--- config.mk ---
export PLATFORM = sky130hd
export DESIGN_NAME = fpu_host_bridge_flat
export DESIGN_NICKNAME = d
export VERILOG_FILES = /design/src/rtl/fpu_host_bridge_if.sv /design/src/rtl/fpu_host_bridge.sv /design/src/flat_wrapper.sv
export SDC_FILE = /design/constraint.sdc
export NUM_CORES = 1
export LEC_CHECK = 0
export CAP_MARGIN = 20
export CORE_MARGIN = 1
export CORE_UTILIZATION = 24
export CTS_CLUSTER_SIZE = 25
export DETAILED_ROUTE_END_ITERATION = 8
export GPL_TIMING_DRIVEN = 0
export SLEW_MARGIN = 20
export SYNTH_ARGS = -nofsm -noshare
export SYNTH_HDL_FRONTEND = slang
export SYNTH_SLANG_ARGS = --single-unit
--- constraint.sdc ---
create_clock -name clock100KHz -period 2 [get_ports clock100KHz]
set_input_delay 0.3 -clock clock100KHz [delete_from_list [all_inputs] [get_ports clock100KHz]]
set_output_delay 0.3 -clock clock100KHz [all_outputs]
set_load 0.1 [all_outputs]
--- src/rtl/fpu_host_bridge_if.sv ---
// Byte-stream valid/ready bundle between the host link and fpu_host_bridge.
// master = host side, slave = bridge side.
interface fpu_host_bridge_if;
  logic [7:0] in_data;
  logic       in_valid;
  logic       in_ready;
  logic [7:0] out_data;
  logic       out_valid;
  logic       out_ready;

  modport master (
    output in_data, in_valid, out_ready,
    input  in_ready, out_data, out_valid
  );

  modport slave (
    input  in_data, in_valid, out_ready,
    output in_ready, out_data, out_valid
  );
endinterface

--- src/rtl/fpu_host_bridge.sv ---
// Collects two 32-bit operands from a byte stream, drives the FPU,
// waits FPU_LATENCY cycles and returns result+status as 5 bytes.
module fpu_host_bridge #(
  parameter int unsigned FPU_LATENCY = 64
) (
  input  logic        clock100KHz,
  input  logic        reset,
  fpu_host_bridge_if.slave bus,
  output logic [31:0] op_A_out,
  output logic [31:0] op_B_out,
  input  logic [31:0] fpu_data_in,
  input  logic [3:0]  fpu_status_in,
  output logic        busy
);

  localparam logic [1:0] LOAD = 2'd0;
  localparam logic [1:0] WAIT = 2'd1;
  localparam logic [1:0] SEND = 2'd2;

  localparam logic [7:0] WLOAD = 8'(FPU_LATENCY - 1);

  logic [1:0]  state;
  logic [2:0]  bcnt;
  logic [2:0]  sidx;
  logic [7:0]  wcnt;
  logic [63:0] stage;
  logic [35:0] res;
  logic [63:0] nstage;
  logic        acc;
  logic        snd;

  assign acc    = bus.in_valid & bus.in_ready;
  assign snd    = bus.out_valid & bus.out_ready;
  assign nstage = {stage[55:0], bus.in_data};

  always_ff @(posedge clock100KHz) begin
    if (reset) begin
      state    <= LOAD;
      bcnt     <= 3'd0;
      sidx     <= 3'd0;
      wcnt     <= 8'd0;
      stage    <= 64'd0;
      res      <= 36'd0;
      op_A_out <= 32'd0;
      op_B_out <= 32'd0;
    end else begin
      case (state)
        LOAD: begin
          if (acc) begin
            stage <= nstage;
            bcnt  <= bcnt + 3'd1;
            // FPU operands move only when a full pair is in
            if (bcnt == 3'd7) begin
              op_A_out <= nstage[63:32];
              op_B_out <= nstage[31:0];
              wcnt     <= WLOAD;
              state    <= WAIT;
            end
          end
        end
        WAIT: begin
          if (wcnt == 8'd0) begin
            res   <= {fpu_status_in, fpu_data_in};
            sidx  <= 3'd0;
            state <= SEND;
          end else begin
            wcnt <= wcnt - 8'd1;
          end
        end
        SEND: begin
          if (snd) begin
            if (sidx == 3'd4) begin
              sidx  <= 3'd0;
              state <= LOAD;
            end else begin
              sidx <= sidx + 3'd1;
            end
          end
        end
        default: state <= LOAD;
      endcase
    end
  end

  assign bus.in_ready  = (state == LOAD) & ~reset;
  assign bus.out_valid = (state == SEND);
  assign busy          = (state == WAIT) | (state == SEND);

  always_comb begin
    bus.out_data = 8'h00;
    if (state == SEND) begin
      case (sidx)
        3'd0:    bus.out_data = res[31:24];
        3'd1:    bus.out_data = res[23:16];
        3'd2:    bus.out_data = res[15:8];
        3'd3:    bus.out_data = res[7:0];
        3'd4:    bus.out_data = {4'b0000, res[35:32]};
        default: bus.out_data = 8'h00;
      endcase
    end
  end

endmodule

--- src/flat_wrapper.sv ---
// flat-port wrapper written by rule: the top's interface ports become plain ports
module fpu_host_bridge_flat 
#(
  parameter int unsigned FPU_LATENCY = 64
)
  (clock100KHz, reset, op_A_out, op_B_out, fpu_data_in, fpu_status_in, busy, bus_in_data, bus_in_valid, bus_out_ready, bus_in_ready, bus_out_data, bus_out_valid);
  fpu_host_bridge_if bus_i ();
  input  logic clock100KHz;
  input  logic reset;
  output logic [31:0] op_A_out;
  output logic [31:0] op_B_out;
  input  logic [31:0] fpu_data_in;
  input  logic [3:0] fpu_status_in;
  output logic busy;
  input wire logic [$bits(bus_i.in_data)-1:0] bus_in_data;
  input wire logic [$bits(bus_i.in_valid)-1:0] bus_in_valid;
  input wire logic [$bits(bus_i.out_ready)-1:0] bus_out_ready;
  output wire logic [$bits(bus_i.in_ready)-1:0] bus_in_ready;
  output wire logic [$bits(bus_i.out_data)-1:0] bus_out_data;
  output wire logic [$bits(bus_i.out_valid)-1:0] bus_out_valid;
  assign bus_i.in_data = bus_in_data;
  assign bus_i.in_valid = bus_in_valid;
  assign bus_i.out_ready = bus_out_ready;
  assign bus_in_ready = bus_i.in_ready;
  assign bus_out_data = bus_i.out_data;
  assign bus_out_valid = bus_i.out_valid;
  fpu_host_bridge #(.FPU_LATENCY(FPU_LATENCY)) u_core (.clock100KHz(clock100KHz), .reset(reset), .bus(bus_i), .op_A_out(op_A_out), .op_B_out(op_B_out), .fpu_data_in(fpu_data_in), .fpu_status_in(fpu_status_in), .busy(busy));
endmodule
# Yosys cells after proc, flatten, opt, wreduce, memory -nomap -nowiden
# Index checks and enable logic that the tools add are counted.
[word_totals] register_bits=172 input_bits=48 output_inout_bits=75 elab_cells=56
[classes] n_addsub=3 n_eq_ne=13 mux=16 bitwise=5 reduce_logical=11
[ops] operator="case mux 8 bit (5 select lines)" count=1
[ops] operator="two-way mux 8 bit" count=4
[ops] operator="case mux 8 bit (2 select lines)" count=1
[ops] operator="two-way mux 2 bit" count=5
[ops] operator="two-way mux 3 bit" count=3
[ops] operator="logical NOT 8 bit" count=1
[ops] operator="subtractor 8 x 1 -> 8 bit (second input constant)" count=1
[ops] operator="adder 3 x 1 -> 3 bit (second input constant)" count=2
[ops] operator="== test 3 x 2 -> 1 bit (second input constant)" count=2
[ops] operator="== test 3 bit (second input constant)" count=2
[ops] operator="!= test 2 x 1 -> 1 bit (second input constant)" count=3
[ops] operator="!= test 2 bit (second input constant)" count=3
[ops] operator="case mux 2 bit (3 select lines)" count=1
[ops] operator="case mux 3 bit (2 select lines)" count=1
[ops] operator="AND reduction 3 bit" count=2
[ops] operator="AND reduction 5 bit" count=1
[ops] operator="AND reduction 2 bit" count=2
[ops] operator="AND reduction 4 bit" count=1
[ops] operator="nonzero test 2 bit" count=2
[ops] operator="AND 1 bit" count=3
[ops] operator="== test 3 x 1 -> 1 bit (second input constant)" count=1
[ops] operator="logical NOT 3 bit" count=1
[ops] operator="== test 2 x 1 -> 1 bit (second input constant)" count=1
[ops] operator="== test 2 bit (second input constant)" count=1
[ops] operator="3 further kinds" count=3

# Depth between registers and ports, before layout
[depth] depth_word=5 ltp_mapped=9 ltp_nobuf=6

# Worst setup path after synthesis
# OpenSTA, ideal clock, no wires.
[synth_path] path_kind="register to output" start="register u_core.state[0]" end="output bus_out_data[0]" t_arrival_ns=3.004 required_time_ns=1.700 slack_ns=-1.304 path_stages_with_launch=5 n_path_buf=0 cell_sequence="dfxtp_1 > inv_1 > ha_1 > o31ai_1 > nor2_1"
[synth_via] elab_chain_cells=2
[synth_lines] element="start: declaration" line_no="fpu_host_bridge.sv:22" text="logic [1:0] state;"
[synth_lines] element="start signal: assignment" line_no="fpu_host_bridge.sv:38" text="state <= LOAD;"
[synth_lines] element="start signal: assignment" line_no="fpu_host_bridge.sv:57" text="state <= WAIT;"
[synth_lines] element="start signal: assignment" line_no="fpu_host_bridge.sv:65" text="state <= SEND;"
[synth_lines] element="== test 2 bit"
[synth_lines] element="via bus_out_valid" line_no="flat_wrapper.sv:20" text="output wire logic [$bits(bus_i.out_valid)-1:0] bus_out_valid;"
[synth_lines] element="two-way mux 8 bit" line_no="fpu_host_bridge.sv:91" text="if (state == SEND) begin"
[synth_lines] element="end: declaration" line_no="flat_wrapper.sv:19" text="output wire logic [$bits(bus_i.out_data)-1:0] bus_out_data;"
# The timed path passes the listed nets, and every way through them passes these cells.

# Final worst setup path
[layout_path] start="register u_core.sidx[0]" end="output bus_out_data[3]"
[layout_via] elab_chain_cells=3 word_cells_on_any_way=7 cone_classes="eq/ne: 4; mux: 2; reduce/logical: 1"
[layout_lines] element="start: declaration" line_no="fpu_host_bridge.sv:24" text="logic [2:0] sidx;"
[layout_lines] element="start signal: assignment" line_no="fpu_host_bridge.sv:76" text="sidx <= sidx + 3'd1;"
[layout_lines] element="== test 3 bit, or another cell as far along" line_no="fpu_host_bridge.sv:92" text="case (sidx)"
[layout_lines] element="case mux 8 bit (5 select lines) *" line_no="fpu_host_bridge.sv:92"
[layout_lines] element="two-way mux 8 bit *" line_no="fpu_host_bridge.sv:91"
# Mark *: on every way between the ends. The rest lies on a longest branch, timed or not.

==> summary.txt <==
Global routing
  – Busiest layer in global routing: met2
  – GR Util met1: 0.190
  – Grt met3 use: 0.0358
  – Vias in the first global route: a little under 6000
  – Largest net degree at the start of global routing: 19
  – Grt ovf: 0
  – Total global routing track utilization: 0.143
  – Initial antenna violation count: 0
  – GR Layer Usage met2: 0.232
  – First-pass GRT wire length: about 32000 µm

Detailed routing
  – Wire per inst: between 10 and 15 µm
  – Via/cell ratio: 4.40
  – Number of remaining DRC errors: 0
  – Starting DRT DRC Count: ~390
  – Vias: around 6100
  – 1st-pass router iterations: 5
  – Final WL: 20000 µm
  – Post-DRT Antenna Nets: 0

Layout
  – Fin nets: ~1100
  – Final Cell Area: about 0.0095 mm²
  – Filler instances: ~2900
  – Antenna diode count: 0
  – Area Overhead vs Synth: 41.2%
  – Post-Layout Cell Count: 1380
  – Share of layout cells above drive strength 1: 0.148

Die
  – Height of the die: around 170 µm
  – Core Rows: 60
  – Die ar.: 0.0286 mm²
  – Ports: about 120
  – Die span in x: about 170 µm
  – Initial Utilization: 0.246
  – Core box area: between 0.02 and 0.03 mm²

Yosys
  – Mapped Area: ~0.0067 mm²
  – Async SR Flop Fraction: 0
  – Syn. warnings: 0
  – Mean Syn Cell Area: between 7 and 8 µm²
  – Seq/Total Area, Yosys: 0.514
  – Ys flop type: dfxtp_1
  – Mapped Nets: 900
  – Yosys reg bits: ~170
  – EDFF count, synth: 0
  – Post-Syn Instances: between 800 and 900
  – Library cells used by synthesis: 39

Run status
  – Failing checks: negative setup slack
  – Outcome: finished with violations

Power
  – Power density cells: 741 mW/mm²
  – Max VDD drop: 0.378 mV
  – Leak pwr: 3.39 nW

Setup path
  – CP Max Fanout: 7
  – Slowest cell on crit path: a222oi_1
  – Cell Chain, Critical Path: inv_4 -> ha_4 -> clkbuf_16 -> a222oi_1 -> o21ai_1 -> a21oi_2 -> nor2_4 -> buf_12
  – WS Path Type: reg -> out
  – CP max stage delay: 0.45 ns
  – Critical Path Start Type: flip-flop
  – Crit path arrival time: around 2.1 ns
  – Worst Setup End Kind: output pin
  – CP required: 1.70 ns

Placement
  – RD Place Congestion: 0.798
  – Port bufs: approximately 120
  – Dpl cell area: approximately 0.0086 mm²
  – Pre-CTS setup slack: -1.28 ns
  – Post-Place Cells: 1332
  – Hpwl dp: ~14000 µm

STA
  – Slew @ Worst Pin: between 0.9 and 1 ns
  – Max Slew Vio Count: 0
  – Max-Slew Margin vs Limit: 0.344
  – Min Tclk post-route: roughly 2.4 ns
  – Setup WS post-layout: -0.423 ns
  – Period utilization: 1.21
  – RSZ-0062 raised after global routing: yes
  – Final-report setup violation count: 8
  – TNS Setup: -2.96 ns
  – Final hold vios: 0
  – Max frequency: roughly 0.41 GHz
  – Clk_skew: about 0.020 ns

Clocking
  – Hold buffer count at cts: 0
  – H-tree depth: 4
  – Clock slew at reported path FFs: approximately 0.070 ns
  – CTS tree: yes
  – CTS max path bufs: 2
  – Root Buffer: clkbuf_16
  – Cts bufs inserted: 17
  – Clock Sinks: between 150 and 200
  – Clk Latency, worst-skew pair: 0.44 ns

Flow run
  – Max-cap violations: 0

Min path
  – Hold Path Class: in -> reg
-- cells in the final DEF, fill, tap and decap left out, drive strengths merged, types with 4 or more instances in the layout --
cell	netlist	final
clkdlybuf4s50	0	47
clkinvlp	0	5
o21ai	68	68
a21oi	115	115
dfxtp	172	172
dlygate4sd2	0	53
clkbuf	49	72
inv	10	15
nor2	19	19
a31oi	4	4
clkdlybuf4s15	0	4
buf	10	38
nand3	5	5
clkinv	0	5
ha	14	14
or3	5	5
nand2	266	266
a222oi	8	8
nand2b	63	63
-- per-stage QoR --
step / util / hold slack [ns] / power [mW]
finish: 0.348 / 0.427 / 7.01
global route: 0.348 / 0.424 / 7.28
CTS: 0.344 / 0.404 / 7.11
detailed placement: 0.316 / 0.445 / 3.86
global placement: 0.316 / 0.440 / 3.86
floorplan: - / 0.409 / 3.69
-- final cells by class --
class | instances | area (µm²) | area share
multi-input combinational | 597 | 3220 | 0.341
clock buffer | 17 | 425 | 0.0450
tap | 372 | 465 | 0.0492
timing repair buffer | 140 | 1340 | 0.142
buffer | 57 | 352 | 0.0372
inverter | 10 | 42.5 | 0.00450
sequential | 172 | 3450 | 0.365
clock inverter | 15 | 158 | 0.0167
-- cell usage after synthesis, types with 2 or more instances --
master | count | area, µm²
a211oi_1 | 2 | 15.0
a21oi_1 | 115 | 576
a222oi_1 | 8 | 80.1
a31oi_1 | 3 | 18.8
buf_2 | 6 | 30.0
buf_4 | 3 | 22.5
clkbuf_1 | 49 | 184
dfxtp_1 | 172 | 3440
ha_1 | 14 | 175
inv_1 | 10 | 37.5
mux2i_1 | 2 | 20.0
nand2_1 | 266 | 998
nand2b_1 | 63 | 394
nand3_1 | 5 | 25.0
nor2_1 | 19 | 71.3
nor2b_1 | 3 | 18.8
nor3_1 | 3 | 15.0
o21ai_0 | 68 | 340
or3_1 | 5 | 31.3
or4_1 | 3 | 22.5
-- path summary, 6_finish.rpt --
path                      startpoint                 end  slack (ns)  cells past startpoint
hold / removal       fpu_data_in[22]      u_core.res[22]        0.43                      3
setup reg to reg      u_core.bcnt[0]      u_core.wcnt[7]        0.06                      7
setup / recovery      u_core.sidx[0]     bus_out_data[3]       -0.42                      8
hold reg to reg   u_core.op_B_out[1]  u_core.op_B_out[1]        0.45                      2
-- routing by layer --
layer,vias up,share of wire
met2,161,0.46
met1,2805,0.48
met3,10,0.051
met5,-,0
li1,3096,-
met4,0,0.0063
-- timing repair --
action / in CTS / in global routing
pin swaps: 16 / 7
cloned: 1 / 0
endpoints found under the setup margin: 177 / 114
buffers inserted: 12 / 5
gates resized for setup: 194 / 57
-- kinds of logic after synthesis --
logic type               count (synthesis)  share of synthesized area
AND/OR/NAND/NOR                        374                      0.246
AO/OA/AOI/OAI                          206                      0.167
flip-flops                             172                      0.514
buffers and inverters                   69                     0.0415
adder cells (fa/ha/maj)                 14                     0.0262
multiplexers                             2                    0.00299
XOR/XNOR                                 1                    0.00131
-- worst max-delay path: cells and delay by family, from the launching register on --
family                   cells  cell delay (ns)
AND/OR/NAND/NOR              1             0.05
AO/OA/AOI/OAI                3             0.75
adder cells (fa/ha/maj)      1             0.16
buffers and inverters        3             0.36
flip-flops                   1             0.38
-- power by group --
part           switching (mW)  total [mW]  internal (mW)  leakage (nW)
clock                    1.57        3.23           1.66         0.268
sequential             0.0308        3.49           3.45          1.39
combinational           0.154       0.297          0.142          1.74
-- flip-flops by register name, summed over array words and instances (netlist names) --
signal           cells
u_core.bcnt          3
u_core.op_A_out     32
u_core.op_B_out     32
u_core.res          36
u_core.sidx          3
u_core.stage        56
u_core.state         2
u_core.wcnt          8
Note: power is estimated with default switching activity, not from simulation.
